==> src/rtl/arbitro_vc_pkg.sv <==
// Shared types and constants for the arbitro_vc weighted round-robin scheduler.
package arbitro_vc_pkg;

   typedef enum logic [1:0] {
      StInactivo = 2'd0,
      StActivo   = 2'd1,
      StError    = 2'd2
   } estado_e;

   localparam int unsigned NUM_VC   = 4;
   localparam int unsigned PESO_MIN = 1;
   localparam int unsigned PESO_MAX = 15;

   function automatic logic peso_valido(int unsigned peso);
      return (peso >= PESO_MIN) && (peso <= PESO_MAX);
   endfunction

endpackage

==> src/rtl/arbitro_vc_rr_busca.sv <==
// Combinational rotate-priority finder: first set request at or after start_i (mod NUM_VC).
module arbitro_vc_rr_busca
   import arbitro_vc_pkg::*;
(
   input  logic [NUM_VC-1:0] req_i,
   input  logic [1:0]        start_i,
   output logic [NUM_VC-1:0] gnt_o,
   output logic              valid_o
);

   logic [1:0] idx;

   always_comb begin
      gnt_o   = '0;
      valid_o = 1'b0;
      idx     = start_i;
      for (int k = 0; k < NUM_VC; k++) begin
         idx = start_i + 2'(k);
         if (!valid_o && req_i[idx]) begin
            gnt_o[idx] = 1'b1;
            valid_o    = 1'b1;
         end
      end
   end

endmodule

==> src/rtl/arbitro_vc.sv <==
// Weighted round-robin scheduler moving one word per cycle from four VC FIFOs to one destination.
// Optional build macro ARBITRO_PRIO_VC0_EN makes VC0 strict priority outside the round-robin.
module arbitro_vc
   import arbitro_vc_pkg::*;
#(
   parameter int unsigned DATA_WIDTH = 6,
   parameter int unsigned PESO0      = 4,
   parameter int unsigned PESO1      = 3,
   parameter int unsigned PESO2      = 2,
   parameter int unsigned PESO3      = 1
) (
   input  logic                         clk,
   input  logic                         rst,
   input  logic                         enb,
   input  logic                         iniciar,
   input  logic                         error_full,
   input  logic [NUM_VC-1:0]            pausa,
   input  logic [NUM_VC-1:0]            continuar,
   input  logic [NUM_VC-1:0]            empty,
   input  logic                         almost_full_dest,
   input  logic [NUM_VC*DATA_WIDTH-1:0] datos_in,
   output logic [NUM_VC-1:0]            pop,
   output logic                         push,
   output logic [DATA_WIDTH-1:0]        datos_out,
   output logic [1:0]                   vc_sel,
   output logic                         idle,
   output logic [1:0]                   estado
);

   function automatic logic [3:0] peso_de(logic [1:0] vc);
      case (vc)
         2'd0:    return 4'(PESO0);
         2'd1:    return 4'(PESO1);
         2'd2:    return 4'(PESO2);
         default: return 4'(PESO3);
      endcase
   endfunction

`ifndef SYNTHESIS
   initial begin
      if (!peso_valido(PESO0) || !peso_valido(PESO1) || !peso_valido(PESO2) ||
          !peso_valido(PESO3)) begin
         $fatal(1, "arbitro_vc: every PESOi must lie in 1..15");
      end
   end
`endif

   estado_e     estado_q, estado_d;
   logic [1:0]  vc_sel_q, vc_sel_d;
   logic [3:0]  credit_q, credit_d;
   logic [3:0]  pausado_q, pausado_d;

   logic [NUM_VC-1:0] elig, rr_req, busca_gnt, gnt;
   logic              busca_valid, permite, prio_hit, mantiene, rr_ok, avanza;
   logic [1:0]        rr_idx;

   assign elig    = ~empty & ~pausado_q;
   // error_full outranks any grant in the cycle it is raised
   assign permite = enb && (estado_q == StActivo) && !almost_full_dest && !error_full;

`ifdef ARBITRO_PRIO_VC0_EN
   assign rr_req   = elig & 4'b1110;
   assign prio_hit = elig[0];
`else
   assign rr_req   = elig;
   assign prio_hit = 1'b0;
`endif

   // Search begins after the owner; it wraps back to the owner only when nobody else qualifies
   arbitro_vc_rr_busca u_busca (
      .req_i   (rr_req),
      .start_i (vc_sel_q + 2'd1),
      .gnt_o   (busca_gnt),
      .valid_o (busca_valid)
   );

   assign mantiene = rr_req[vc_sel_q] && (credit_q != 4'd0);

   always_comb begin
      rr_idx = vc_sel_q;
      rr_ok  = mantiene;
      if (!mantiene && busca_valid) begin
         rr_ok = 1'b1;
         for (int k = 0; k < NUM_VC; k++) begin
            if (busca_gnt[k]) rr_idx = 2'(k);
         end
      end

      gnt = '0;
      if (permite) begin
         if (prio_hit)   gnt = 4'b0001;
         else if (rr_ok) gnt[rr_idx] = 1'b1;
      end

      datos_out = '0;
      for (int k = 0; k < NUM_VC; k++) begin
         if (gnt[k]) datos_out = datos_in[k*DATA_WIDTH +: DATA_WIDTH];
      end
   end

   assign pop    = gnt;
   assign push   = |gnt;
   assign avanza = permite && !prio_hit && rr_ok;
   assign vc_sel = vc_sel_q;
   assign estado = estado_q;
   assign idle   = (estado_q == StActivo) && (&empty);

   always_comb begin
      estado_d  = estado_q;
      vc_sel_d  = vc_sel_q;
      credit_d  = credit_q;
      pausado_d = (pausado_q & ~continuar) | pausa;

      unique case (estado_q)
         StInactivo: if (iniciar) estado_d = StActivo;
         StActivo:   if (error_full) estado_d = StError;
         default:    estado_d = estado_q;
      endcase

      if (avanza) begin
         if ((rr_idx == vc_sel_q) && (credit_q != 4'd0)) begin
            credit_d = credit_q - 4'd1;
         end else begin
            vc_sel_d = rr_idx;
            credit_d = peso_de(rr_idx) - 4'd1;
         end
      end
   end

   always_ff @(posedge clk) begin
      if (rst) begin
         estado_q  <= StInactivo;
         vc_sel_q  <= 2'd0;
         credit_q  <= 4'(PESO0);
         pausado_q <= '0;
      end else if (enb) begin
         estado_q  <= estado_d;
         vc_sel_q  <= vc_sel_d;
         credit_q  <= credit_d;
         pausado_q <= pausado_d;
      end
   end

endmodule

==> config.mk <==
export PLATFORM = sky130hd
export DESIGN_NAME = arbitro_vc
export DESIGN_NICKNAME = d
export VERILOG_FILES = /design/src/rtl/arbitro_vc_pkg.sv /design/src/rtl/arbitro_vc_rr_busca.sv /design/src/rtl/arbitro_vc.sv
export SDC_FILE = /design/constraint.sdc
export NUM_CORES = 1
export LEC_CHECK = 0
export BUFFER_PORTS_ARGS = -buffer_cell sky130_fd_sc_hd__buf_2
export CORE_MARGIN = 4
export CORE_UTILIZATION = 54
export DETAILED_ROUTE_END_ITERATION = 6
export PLACE_DENSITY = 0.86
export SLEW_MARGIN = 10
export SYNTH_ARGS = -nofsm -noshare
export SYNTH_HDL_FRONTEND = slang
export SYNTH_HIERARCHICAL = 1
export SYNTH_SLANG_ARGS = --single-unit
==> constraint.sdc <==
create_clock -name clk -period 8.1 [get_ports clk]
set_clock_uncertainty 0.05 [all_clocks]
set_input_delay 0 -clock clk [delete_from_list [all_inputs] [get_ports clk]]
set_output_delay 0 -clock clk [all_outputs]
set_load 0.01 [all_outputs]
; Word level (Yosys, flattened, before mapping)
; Cells that the tools add are included.
[word_totals]
reg_bits = 12
in_bits = 42
elab_cells = 115
[classes]
n_addsub = 6
n_lt_le_gt_ge = 11
n_eq_ne = 6
muxes = 47
bitwise = 10
n_reduce_logical = 31
[op_table]
columns = cell, n
row1 = 2-to-1 mux 4 bit, 9
row2 = 2-to-1 mux 6 bit, 4
row3 = "less-than comparator 2 x 3 -> 1 bit, second input constant", 6
row4 = logical AND 1 bit, 16
row5 = OR 4 bit, 4
row6 = 2-to-1 mux 1 bit, 15
row7 = 2-to-1 mux 2 bit, 7
row8 = inverter 4 bit, 3
row9 = binary-select mux 1 bit (select 2 bit), 5
row10 = demux 1 bit (select 2 bit), 5
row11 = "greater-or-equal comparator 2 x 1 -> 1 bit, second input constant", 5
row12 = one-hot mux 3 bit (3 select lines), 1
row13 = bitwise AND 4 bit, 2
row14 = AND reduction 4 bit, 2
row15 = "subtractor 4 x 1 -> 4 bit, second input constant", 2
row16 = logical NOT 1 bit, 6
row17 = "adder 2 x 1 -> 2 bit, second input constant", 2
row18 = "adder 2 bit, second input constant", 2
row19 = "== test 2 x 1 -> 1 bit, second input constant", 2
row20 = logical NOT 2 bit, 2
row21 = "inequality test 2 bit, second input constant", 2
row22 = one-hot mux 2 bit (2 select lines), 1
row23 = nonzero test 4 bit, 1
row24 = OR reduction 4 bit, 1
row25 = 6 further kinds, 6

; Depth between registers and ports, before layout
; Gate-level depths: netlist of the first run.
[depth]
depth_word = 29
depth_mapped = 22

; Modules after synthesis
; The synthesis of the first run kept the hierarchy.
[by_module_without_submodules]
columns = module, n_inst, cells_each, area_per_inst_um2, seq_area_each_um2
row1 = arbitro_vc, 1, 150, 1089.8, 240.2
row2 = arbitro_vc_rr_busca, 1, 62, 494.2, 0.0

; Least setup slack after synthesis of the first run
; OpenSTA, ideal clock, no wires.
[synth_timing]
kind = reg2reg
start = register vc_sel_q[1], in the netlist vc_sel[1]
end = register credit_q[2]
t_arrival_ps = 4443
t_required_ps = 7928
setup_slack_ps = 3485
path_stages_with_launch = 23
n_path_buf = 3
cell_sequence = dfxtp_1 -> buf_2 -> xor2_1 -> clkbuf_1 -> inv_1 -> ha_1 -> mux2_2 -> a31o_1 -> a221oi_2 -> o2bb2ai_1 -> o21ai_0 -> o21ai_0 -> o21a_1 -> inv_1 -> ha_1 -> clkbuf_1 -> nor2_1 -> nand2_1 -> o21ai_0 -> ha_1 -> or3_1 -> o22ai_1 -> o31ai_2
[synth_via]
elab_chain_len = 24
word_cells_on_any_way = 72
classes_between = add/sub (5) / order compare (8) / eq/ne (3) / mux (36) / bitwise (3) / reduce/logical (17)
[synth_lines]
columns = item, line
row1 = start: declaration, arbitro_vc.sv:49  ; logic [1:0] vc_sel_q, vc_sel_d;
row2 = start signal: assignment, arbitro_vc.sv:138  ; vc_sel_q <= vc_sel_d;
row3 = adder 2 x 1 -> 2 bit (*), arbitro_vc.sv:72  ; .start_i (vc_sel_q + 2'd1),
row4 = "parallel branches: the longest is 11 deep, another holds less-than comparator 2 x 3 -> 1 bit", n/a
row5 = 2-to-1 mux 4 bit (*), arbitro_vc_rr_busca.sv:19  ; if (!valid_o && req_i[idx]) begin
row6 = net busca_gnt[0], arbitro_vc.sv:53  ; logic [NUM_VC-1:0] elig, rr_req, busca_gnt, gnt;
row7 = 2-to-1 mux 2 bit (*) (4 in a row), arbitro_vc.sv:85  ; if (busca_gnt[k]) rr_idx = 2'(k);
row8 = 2-to-1 mux 2 bit (*), arbitro_vc.sv:82  ; if (!mantiene && busca_valid) begin
row9 = net rr_idx[0], arbitro_vc.sv:55  ; logic [1:0] rr_idx;
row10 = == test 2 bit (tied with other cells), arbitro_vc.sv:31  ; case (vc)
row11 = one-hot mux 3 bit (3 select lines), arbitro_vc.sv:31
row12 = 2-to-1 mux 4 bit, arbitro_vc.sv:121  ; if ((rr_idx == vc_sel_q) && (credit_q != 4'd0)) begin
row13 = 2-to-1 mux 4 bit, arbitro_vc.sv:120  ; if (avanza) begin
row14 = subtractor 4 x 1 -> 4 bit, arbitro_vc.sv:125  ; credit_d = peso_de(rr_idx) - 4'd1;
row15 = 2-to-1 mux 4 bit (*), arbitro_vc.sv:121
row16 = end signal: assignment, arbitro_vc.sv:134  ; credit_q <= 4'(PESO0);
row17 = end signal: assignment, arbitro_vc.sv:139  ; credit_q <= credit_d;
row18 = end: declaration, arbitro_vc.sv:50  ; logic [3:0] credit_q, credit_d;
; Mark *: on every way through the listed nets, which the timed path passes. The select of a mux whose other input is x is not followed.
; A chain may end at the register's enable or synchronous reset.

; Worst setup path in the final report of the first run
[layout_timing]
start = register vc_sel_q[0], in the netlist vc_sel[0]
end = register credit_q[2]
[layout_via]
word_cells_on_any_way = 72
classes_between = add/sub (5) / order compare (8) / eq/ne (3) / mux (36) / bitwise (3) / reduce/logical (17)
[layout_lines]
columns = item, line
row1 = adder 2 x 1 -> 2 bit (*), arbitro_vc.sv:72
row2 = "parallel branches: the longest is 11 deep, another holds less-than comparator 2 x 3 -> 1 bit", n/a
row3 = 2-to-1 mux 4 bit (*), arbitro_vc_rr_busca.sv:19
row4 = net busca_gnt[1], arbitro_vc.sv:53
row5 = 2-to-1 mux 2 bit (*) (3 in a row), arbitro_vc.sv:85
row6 = 2-to-1 mux 2 bit (*), arbitro_vc.sv:82
row7 = == test 2 bit (tied with other cells), arbitro_vc.sv:31
row8 = one-hot mux 3 bit (3 select lines), arbitro_vc.sv:31
row9 = 2-to-1 mux 4 bit, arbitro_vc.sv:121
row10 = 2-to-1 mux 4 bit, arbitro_vc.sv:120
row11 = subtractor 4 x 1 -> 4 bit, arbitro_vc.sv:125
row12 = 2-to-1 mux 4 bit (*), arbitro_vc.sv:121
; Marked as above.

==> results of run 1 <==
placed cells by master, fill, tap and decap left out, types with 2 or more instances in the layout:
cell / count
mux4_2: 2
a22oi_1: 7
ha_1: 12
a221oi_2: 2
buf_2: 57
clkbuf_4: 3
mux2_2: 3
a31oi_1: 2
dlygate4sd3_1: 13
a211oi_2: 2
mux2i_1: 6
nor4_1: 2
nor2b_1: 3
o2bb2ai_1: 4
a31o_1: 2
nor2_1: 28
nand3_1: 3
a211oi_1: 9
o21ai_0: 7
or3_1: 2
nand2_1: 21
and2_1: 6
o21a_1: 4
dfxtp_1: 12
nand4_1: 2
nand2b_1: 5
inv_1: 9
a21oi_1: 9
o22ai_1: 13
nor3_1: 2
path summary, 6_finish.rpt:
kind	endpoint	start
min reg2reg	credit_q[3]	credit_q[3]
max	credit_q[2]	vc_sel[0]
min	pausado_q[1]	continuar[1]
max reg2reg	credit_q[2]	vc_sel[0]
layer usage:
| metal | vias up | wire length (µm) |
|---|---|---|
| met1 | 839 | 1740 |
| met5 | - | 0 |
| met4 | 0 | 59 |
| li1 | 904 | - |
| met2 | 88 | 2060 |
| met3 | 8 | 432 |
registers in the layout (all words and copies together), names as in the netlist:
register and count:
credit_q 4, pausado_q 4, vc_sel 2, estado 2
kinds of logic (layout without fill, tap and decap cells):
group,Yosys count,in the layout,synth area share
and+or+nand+nor,85,85,0.267
AOI/OAI and AO/OA,68,68,0.319
buffers and inverters,23,83,0.0742
adders and majority gates,12,12,0.0948
DFF,12,12,0.152
muxes,11,11,0.0877
xor gates and xnor gates,1,1,0.00553
through the flow:
| step | worst slack (ns) | utilization | total power [µW] | instances | instance area [µm²] |
|---|---|---|---|---|---|
| 2_1_floorplan | 3.49 | - | 138 | 212 | 1580 |
| 3_3_place_gp | 3.13 | 0.656 | 160 | 286 | 1820 |
| 3_5_place_dp | 2.90 | 0.656 | 162 | 286 | 1820 |
| 4_1_cts | 2.92 | 0.716 | 215 | 303 | 1990 |
| 5_1_grt | 2.26 | 0.716 | 233 | 303 | 1990 |
| 6_report | 2.94 | 0.716 | 216 | 303 | 1990 |
area by class of cell:
type	instances	area, µm²	share of cell area
multi-input cells	177	1230	0.616
repair buffers	70	415	0.209
flip-flops and latches	12	240	0.121
well taps	31	38.8	0.0195
clock buffers	4	36.3	0.0182
inverters	9	33.8	0.0170
critical path, cell delays in order, from the launching register on:
cell and delay (ns):
dfxtp_1 0.53, xor2_1 0.71, inv_1 0.16, ha_1 0.45, mux2i_1 0.36, mux2_2 0.28, a211oi_1 0.08, o2bb2ai_1 0.32
and2b_1 0.19, o31ai_1 0.09, a2111oi_2 0.48, or2_1 0.38, o21ai_0 0.13, ha_1 0.24, or3_1 0.34, o22ai_1 0.17
o31ai_2 0.09
power breakdown:
part	total [µW]	switching, µW	internal [µW]
logic	105	59.5	45.0
clock network	47.8	20.5	27.3
registers	63.5	2.17	61.3
total	216	82.2	134
==> metrics.md, run 1 <==
| Metric | Value |
|---|---|
| Worst-margin pin slew | a little over 0.8 ns |
| Fmax | roughly 190 MHz |
| Cell with the most instances after synthesis | nor2_1 |
| Final hold vios | 0 |
| Synthesis-to-finish area growth | 25.7% |
| M2 GR Usage | 0.380 |
| Largest net degree at the start of global routing | 22 |
| Post-Route WL | around 4.3 mm |
| # setup viols final | 0 |
| Gpl congestion | between 0.8 and 0.9 |
| Vias in the first global route | between 1500 and 2000 |
| Tcrit/Tclk final | 0.637 |
| Drt pass-1 iters | 6 |
| CP Launch Type | flip-flop |
| Sum Neg Setup Slack | 0 ns |
| Sequential area share after synthesis | 0.152 |
| Core area | approximately 2800 µm² |
| Post-Syn Area per Cell | about 7.5 µm² |
| First-pass GRT wire length | about 7.4 mm |
| Setup Fix Bufs, Post-CTS | 0 |
| Netlist cell types | between 50 and 60 |
| Initial Util | 0.570 |
| EDFF count, synth | 0 |
| Final HPWL from detailed placement | ~3.1 mm |
| Worst Setup Path Type | reg -> reg |
| TritonCTS clock tree | yes |
| CTS Hold Bufs | 13 |
| Initial antenna violation count | 0 |
| H-tree levels | 1 |
| Layout Nets | about 330 |
| Slew Viols, Final | 0 |
| CTS max path bufs | 2 |
| Met3 Resource Use GR | 0.0505 |
| Post-DR wirelength/cell | 14.2 µm |
| Drt drc | 0 |
| Detail Route Antenna Nets | 0 |
| Syn Inst Count | between 200 and 250 |
| Share of the synthesized area in the top cell type | 0.152 |
| Data arrival time of the critical path | roughly 5.3 ns |
| Die area | roughly 3900 µm² |
| Min Hold Slack | around 0.021 ns |
| Top cells by count, synth | 28 x nor2_1, 21 x nand2_1, 13 x o22ai_1, 12 x dfxtp_1, 12 x ha_1 |
| Pwr dens | 108 nW/µm² |
| Initial DRC Count | a little over 90 |
| Main synth FF type | dfxtp_1 |
| Synth warn | 6 |
| CTS Buf Count | 3 |
| Total nets after synthesis | 266 |
| Worst vdd ir | around 140 µV |
| Critical Path RT | a little over 8 ns |
| Max Cap Viol | 0 |
| Area leader, netlist | dfxtp_1 |
| Io pins | slightly below 60 |
| Worst-case reg-to-reg path depth | 16 |
| Run status | completed |
| Gr usage total | 0.219 |
| Layout cells sized above 1 | 0.276 |
| Rows | 19 |
| Most Crowded Layer GR | met2 |
| Clock-pin slew on the worst setup and hold paths | around 0.080 ns |
| Total vias in the final route | 1839 |
| Worst slew margin | 0.444 |
| Hold depth | 4 |
| Area contributors post-synth | dfxtp_1 15%, ha_1 9.5%, nor2_1 6.6%, o22ai_1 5.1%, nand2_1 5.0% |
| Port bufs | 57 |
| Die X-Extent | 62.2 µm |
| Clock root buffer | clkbuf_4 |
| Grt ovf | 0 |
| Crit Path Max Fanout | 12 |
| ANT cells | 0 |
| Worst-Skew Late Latency | around 0.28 ns |
| Static Leakage | between 0.0009 and 0.001 µW |
| GRT met1 Usage | 0.272 |
| RSZ-0062 raised after global routing | false |
| Hold Path Class | in -> reg |
| Die Height | ~62 µm |
| CTS sink count | 12 |
| Resized Gates After CTS | 0 |
| Post-synth ARST share | 0 |
| Fillcell total | 209 |
| Crit end category | flip-flop |
| Drt via density | approximately 6.1 |
| Cell Area, Synth | between 1500 and 2000 µm² |
| #FFs+latches synth | 12 |
| Min Tclk post-route | about 5.2 ns |
| R2R setup slack | between 2 and 3 ns |
Power figures use the tool's default switching activity.
==> run 2: changes to the inputs <==
--- a/config.mk
+++ b/config.mk
@@ -7,9 +7,9 @@
 export LEC_CHECK = 0
 export BUFFER_PORTS_ARGS = -buffer_cell sky130_fd_sc_hd__buf_2
 export CORE_MARGIN = 4
-export CORE_UTILIZATION = 54
+export CORE_UTILIZATION = 45
 export DETAILED_ROUTE_END_ITERATION = 6
-export PLACE_DENSITY = 0.86
+export PLACE_DENSITY = 0.77
 export SLEW_MARGIN = 10
 export SYNTH_ARGS = -nofsm -noshare
 export SYNTH_HDL_FRONTEND = slang
==> constraint.sdc (replaced) <==
create_clock -name clk -period 4.2 [get_ports clk]
set_clock_uncertainty 0.05 [all_clocks]
set_input_delay 0 -clock clk [delete_from_list [all_inputs] [get_ports clk]]
set_output_delay 0 -clock clk [all_outputs]
set_load 0.01 [all_outputs]
==> run 2 against run 1 <==
  * Die area up 17%
  * Total power rose by 95%
  * Final cell count rose by 8.9%
  * Critical path type unchanged
  * First-iteration DRC count increased by 21%
  * Clock power up 49%
  * Fmax grew 30%
==> metrics.md, run 2 (synthesized netlist as in run 1, its figures left out) <==
| Metric | Value |
|---|---|
| Gpl congestion | 0.924 (was 0.881) |
| Static Leakage | 0.000980 µW (was 0.000925 µW) |
| Initial antenna violation count | 0 (unchanged) |
| Die area | 4530 µm² (was 3860 µm²) |
| Slew Viols, Final | 0 (unchanged) |
| Worst Setup Path Type | reg -> reg (unchanged) |
| Commonest cells after routing, fill and taps aside | 57 x buf_2, 28 x nor2_1, 21 x nand2_1 (unchanged) |
| Tcrit/Tclk final | 0.944 (was 0.637) |
| Hold depth | 2 (was 4) |
| Critical Path RT | 4.32 ns (was 8.22 ns) |
| Total power | 420 µW (was 216 µW) |
| Post-Place Cell Area | 1930 µm² (was 1820 µm²) |
| Drt drc | 0 (unchanged) |
| Port bufs | 57 (unchanged) |
| Placed Instances | 310 (was 286) |
| Drt via density | 5.57 (was 6.07) |
| Layout cells sized above 1 | 0.349 (was 0.276) |
| Design Area, Final | 2150 µm² (was 1990 µm²) |
| Data arrival time of the critical path | 4.08 ns (was 5.28 ns) |
| Crit Path Max Fanout | 9 (was 12) |
| Max Cap Viol | 0 (unchanged) |
| Commonest non-fill, non-tap cell in the layout | buf_2 (unchanged) |
| Worst-Skew Late Latency | 0.27 ns (was 0.28 ns) |
| Synthesis-to-finish area growth | 35.5% (was 25.7%) |
| Vias in the first global route | 1520 (was 1669) |
| Grt ovf | 0 (unchanged) |
| Fin worst setup slack | 0.237 ns (was 2.94 ns) |
| Run status | completed (unchanged) |
| Non-filler cells, final | 330 (was 303) |
| CP Launch Type | flip-flop (unchanged) |
| Pwr dens | 196 nW/µm² (was 108 nW/µm²) |
| Worst-margin pin slew | 0.628 ns (was 0.831 ns) |
| Min Hold Slack | 0.00949 ns (was 0.0209 ns) |
| Worst vdd ir | 179 µV (was 135 µV) |
| Final hold vios | 0 (unchanged) |
| Fmax | 252 MHz (was 194 MHz) |
| CTS max path bufs | 2 (unchanged) |
| Die X-Extent | 67.3 µm (was 62.2 µm) |
| Dpl ws | -0.0143 ns (was 2.90 ns) |
| Layout Nets | 340 (was 327) |
| Gr usage total | 0.195 (was 0.219) |
| Final HPWL from detailed placement | 3.22 mm (was 3.15 mm) |
| H-tree levels | 1 (unchanged) |
| Rows | 21 (was 19) |
| Worst-case reg-to-reg path depth | 17 (was 16) |
| TritonCTS clock tree | yes (unchanged) |
| Drt pass-1 iters | 4 (was 6) |
| Min Tclk post-route | 3.96 ns (was 5.16 ns) |
| Total vias in the final route | 1838 (was 1839) |
| CTS Buf Count | 3 (unchanged) |
| Clock root buffer | clkbuf_4 (unchanged) |
| Post-Route WL | 4.63 mm (was 4.29 mm) |
| Post-DR wirelength/cell | 14.0 µm (was 14.2 µm) |
| Worst slew margin | 0.580 (was 0.444) |
| ANT cells | 0 (unchanged) |
| Largest net degree at the start of global routing | 21 (was 22) |
| Clock-pin slew on the worst setup and hold paths | 0.08 ns (about the same) |
| Io pins | 58 (unchanged) |
| # setup viols final | 0 (unchanged) |
| CTS sink count | 12 (unchanged) |
| Detail Route Antenna Nets | 0 (unchanged) |
| Die Height | 67.3 µm (was 62.2 µm) |
| Core area | 3360 µm² (was 2780 µm²) |
| Initial Util | 0.471 (was 0.570) |
| Top Registers | credit_q (4), pausado_q (4) (unchanged) |
| First-pass GRT wire length | 6.96 mm (was 7.42 mm) |
| Crit end category | flip-flop (unchanged) |
| Initial DRC Count | 110 (was 91) |
| Hold Path Class | in -> reg (unchanged) |
run 2: cell types whose count changed in the layout (fill, tap and decap cells not counted), sizes merged:
cell | previous run | this run
clkbuf | 4 | 3
buf | 57 | 71
dlygate4sd3 | 13 | 12
run 2: path summary, 6_finish.rpt:
path	startpoint	to	slack, ns
worst max-delay path	vc_sel[0]	credit_q[2]	0.24
worst min-delay path	rst	vc_sel[1]	0.009
worst max register to register	vc_sel[0]	credit_q[2]	0.24
worst min register to register	credit_q[3]	credit_q[3]	0.42
run 2: area by class of cell:
| type | count | area [µm²] |
|---|---|---|
| Fill cell | 321 | 1220 |
| Multi-Input combinational cell | 177 | 1280 |
| Clock buffer | 3 | 22.5 |
| Tap cell | 46 | 57.6 |
| Sequential cell | 12 | 243 |
| Timing Repair Buffer | 83 | 510 |
| Inverter | 9 | 33.8 |
run 2: repair_timing:
action	CTS	global route
hold endpoints to repair	6	0
setup buffers	0	5
endpoints found under the setup margin	2	10
resized for setup	2	8
pin swaps	0	2
hold buffers	12	0
run 2: power breakdown:
group / switching (µW) / internal [µW]
Combinational: 122 / 105
Sequential: 3.82 / 118
Clock: 38.2 / 33.2
run 2: layer usage:
metal / track usage / part of all wire / wire (µm) / up-vias
met5: 0 / 0 / 0 / -
met4: 0.0405 / 0.0099 / 46 / 0
met3: 0.0316 / 0.026 / 122 / 6
met2: 0.319 / 0.52 / 2420 / 30
met1: 0.268 / 0.44 / 2040 / 871
li1: - / - / - / 931
run 2: through the flow:
step                TNS, ns   util
detailed placement  -0.0143  0.574
global route        -0.0343  0.638
CTS                       0  0.620
global placement          0  0.574
finish                    0  0.638
floorplan                 0      -
run 2: critical path, cell delays in order, from the launching register on:
cell       delay, ns
dfxtp_2         0.40
inv_1           0.08
inv_1           0.15
ha_2            0.35
mux2i_2         0.18
mux2_2          0.35
a211oi_1        0.32
o2bb2ai_2       0.14
buf_4           0.15
nor4_1          0.32
a2111oi_2       0.09
or2_4           0.28
nand2_1         0.07
o21ai_0         0.08
ha_1            0.24
or3_1           0.34
o22ai_1         0.16
o31ai_2         0.09
==> run 3: changes to the inputs <==
--- a/config.mk
+++ b/config.mk
@@ -7,9 +7,10 @@
 export LEC_CHECK = 0
 export BUFFER_PORTS_ARGS = -buffer_cell sky130_fd_sc_hd__buf_2
 export CORE_MARGIN = 4
-export CORE_UTILIZATION = 45
+export CORE_UTILIZATION = 50
+export CTS_CLUSTER_DIAMETER = 60
 export DETAILED_ROUTE_END_ITERATION = 6
-export PLACE_DENSITY = 0.77
+export PLACE_DENSITY = 0.81
 export SLEW_MARGIN = 10
 export SYNTH_ARGS = -nofsm -noshare
 export SYNTH_HDL_FRONTEND = slang
==> constraint.sdc (replaced) <==
create_clock -name clk -period 4.5 [get_ports clk]
set_clock_uncertainty 0.05 [all_clocks]
set_input_delay 0 -clock clk [delete_from_list [all_inputs] [get_ports clk]]
set_output_delay 0 -clock clk [all_outputs]
set_load 0.01 [all_outputs]
==> run 3 against run 2 <==
  * Fmax is 4.4% lower
  * Highest routed layer unchanged
  * Sequential power is 7% lower
  * Register-to-register slack better by 0.12 ns
  * Global-route usage is 1.6 points higher
  * Core utilization is 4.1 points higher
  * Largest power group unchanged
  * Critical path type unchanged
==> metrics.md, run 3 (synthesized netlist as in run 1, its figures left out) <==
| Metric | Value |
|---|---|
| Fmax | 241 MHz (was 252 MHz) |
| Crit path max-delay cell type | a2111oi_2 (was dfxtp_2) |
| Die area | 4130 µm² (was 4530 µm²) |
| Synthesis-to-finish area growth | 30.9% (was 35.5%) |
| Pwr dens | 191 nW/µm² (was 196 nW/µm²) |
| Post-Route WL | 4.48 mm (was 4.63 mm) |
| Top Registers | credit_q (4), pausado_q (4) (unchanged) |
| CTS sink count | 12 (unchanged) |
| Worst Setup Path Type | reg -> reg (unchanged) |
| Largest net degree at the start of global routing | 21 (unchanged) |
| Clock-pin slew on the worst setup and hold paths | 0.08 ns (about the same) |
| Data arrival time of the critical path | 4.26 ns (was 4.08 ns) |
| Post-DR wirelength/cell | 14.0 µm (about the same) |
| Total vias in the final route | 1812 (was 1838) |
| Crit Path Max Fanout | 12 (was 9) |
| Fillcell total | 269 (was 321) |
| Total power | 396 µW (was 420 µW) |
| TritonCTS clock tree | yes (unchanged) |
| RSZ-0062 raised after global routing | false |
| Layout Nets | 332 (was 340) |
| Die Height | 64.3 µm (was 67.3 µm) |
| R2R setup slack | 0.36 ns (was 0.24 ns) |
| Slew Viols, Final | 0 (unchanged) |
| Hold Path Class | in -> reg (unchanged) |
| Commonest non-fill, non-tap cell in the layout | buf_2 (unchanged) |
| ANT cells | 0 (unchanged) |
| # setup viols final | 0 (unchanged) |
| H-tree levels | 1 (unchanged) |
| Worst-margin pin slew | 0.589 ns (was 0.628 ns) |
| Worst-Skew Late Latency | 0.28 ns (was 0.27 ns) |
| Gr usage total | 0.211 (was 0.195) |
| Min Tclk post-route | 4.14 ns (was 3.96 ns) |
| Layout cells sized above 1 | 0.318 (was 0.349) |
| Rows | 20 (was 21) |
| Initial Util | 0.519 (was 0.471) |
| Run status | completed (unchanged) |
| Min Hold Slack | 0.0477 ns (was 0.00949 ns) |
| Placed Instances | 305 (was 310) |
| CTS Buf Count | 3 (unchanged) |
| Core area | 3050 µm² (was 3360 µm²) |
| Io pins | 58 (unchanged) |
| Drt pass-1 iters | 4 (unchanged) |
| Tcrit/Tclk final | 0.921 (was 0.944) |
| CTS max path bufs | 2 (unchanged) |
| Initial DRC Count | 104 (was 110) |
| Detail Route Antenna Nets | 0 (unchanged) |
| Final hold vios | 0 (unchanged) |
| Drt via density | 5.64 (was 5.57) |
| Crit path cell chain | xor2_1 > inv_1 > ha_2 > mux2i_2 > mux2_2 > a211oi_1 > o2bb2ai_2 > and2b_1 > o31ai_1 > a2111oi_2 > or2_4 > o21ai_0 > ha_1 > or3_1 > o22ai_1 > o31ai_2 (was inv_1 > inv_1 > ha_2 > mux2i_2 > mux2_2 > a211oi_1 > o2bb2ai_2 > buf_4 > nor4_1 > a2111oi_2 > or2_4 > nand2_1 > o21ai_0 > ha_1 > or3_1 > o22ai_1 > o31ai_2) |
| Initial antenna violation count | 0 (unchanged) |
| Drt drc | 0 (unchanged) |
| Die X-Extent | 64.3 µm (was 67.3 µm) |
| Static Leakage | 0.000949 µW (was 0.000980 µW) |
| Crit end category | flip-flop (unchanged) |
| Non-filler cells, final | 321 (was 330) |
| Port bufs | 57 (unchanged) |
| First-pass GRT wire length | 7.23 mm (was 6.96 mm) |
| Gpl congestion | 1.02 (was 0.924) |
| Critical Path Max Stage Delay | 0.49 ns (was 0.40 ns) |
| Max Cap Viol | 0 (unchanged) |
| Grt ovf | 0 (unchanged) |
| Clock root buffer | clkbuf_4 (unchanged) |
| Worst slew margin | 0.606 (was 0.580) |
| CP Launch Type | flip-flop (unchanged) |
| Commonest cells after routing, fill and taps aside | 57 x buf_2, 28 x nor2_1, 21 x nand2_1 (unchanged) |
| Worst vdd ir | 188 µV (was 179 µV) |
| Final HPWL from detailed placement | 3.17 mm (was 3.22 mm) |
| Critical Path RT | 4.62 ns (was 4.32 ns) |
| Sum Neg Setup Slack | 0 ns (unchanged) |
| Vias in the first global route | 1662 (was 1520) |
| Setup Fix Bufs, Post-CTS | 0 (unchanged) |
## run 3: worst paths after layout
| check | startpoint | end | cells after the start |
|---|---|---|---|
| hold reg to reg | credit_q[3] | credit_q[3] | 2 |
| setup / recovery | vc_sel[0] | credit_q[2] | 16 |
| hold / removal | continuar[0] | pausado_q[0] | 4 |
| setup reg to reg | vc_sel[0] | credit_q[2] | 16 |
## run 3: power breakdown
part | internal (µW) | switching (µW) | total [µW]
registers | 110 | 3.89 | 114
logic | 85.9 | 109 | 195
clock network | 49.2 | 38.0 | 87.2
## run 3: cell type report
class / count / area, µm² / area share
clock buffer: 4 / 36.3 / 0.0175
timing repair buffer: 75 / 450 / 0.217
multi-input combinational: 177 / 1260 / 0.607
sequential: 12 / 240 / 0.116
tap: 44 / 55.1 / 0.0266
inverter: 9 / 33.8 / 0.0163
## run 3: routing by layer
metal	wire, µm	vias to the layer above	global-route usage
li1	-	916	-
met1	1870	852	0.254
met2	2420	39	0.399
met3	157	5	0.0211
met4	31	0	0.0396
met5	0	-	0
## run 3: per-stage QoR
stage	setup slack, ns	cell area, µm²	util
after floorplan	0.0824	1590	-
after global placement	0.325	1890	0.618
after detailed placement	0.134	1890	0.618
after CTS	0.127	2040	0.669
after global routing	0.0206	2070	0.679
final	0.356	2070	0.679
## run 3: critical path, delay by kind of cell (launching register included)
kind | cells | cell delay [ns]
AOI/OAI and AO/OA | 7 | 1.27
and+or+nand+nor | 3 | 0.78
adders and majority gates | 2 | 0.64
muxes | 2 | 0.55
DFF | 1 | 0.45
xor gates and xnor gates | 1 | 0.20
buffers and inverters | 1 | 0.08
## run 3: what timing repair did
item | 4_1_cts | 5_1_grt
setup endpoints to repair | 0 | 7
gates resized for setup | 0 | 7
endpoints found under the hold margin | 8 | 0
hold buffers | 12 | 0
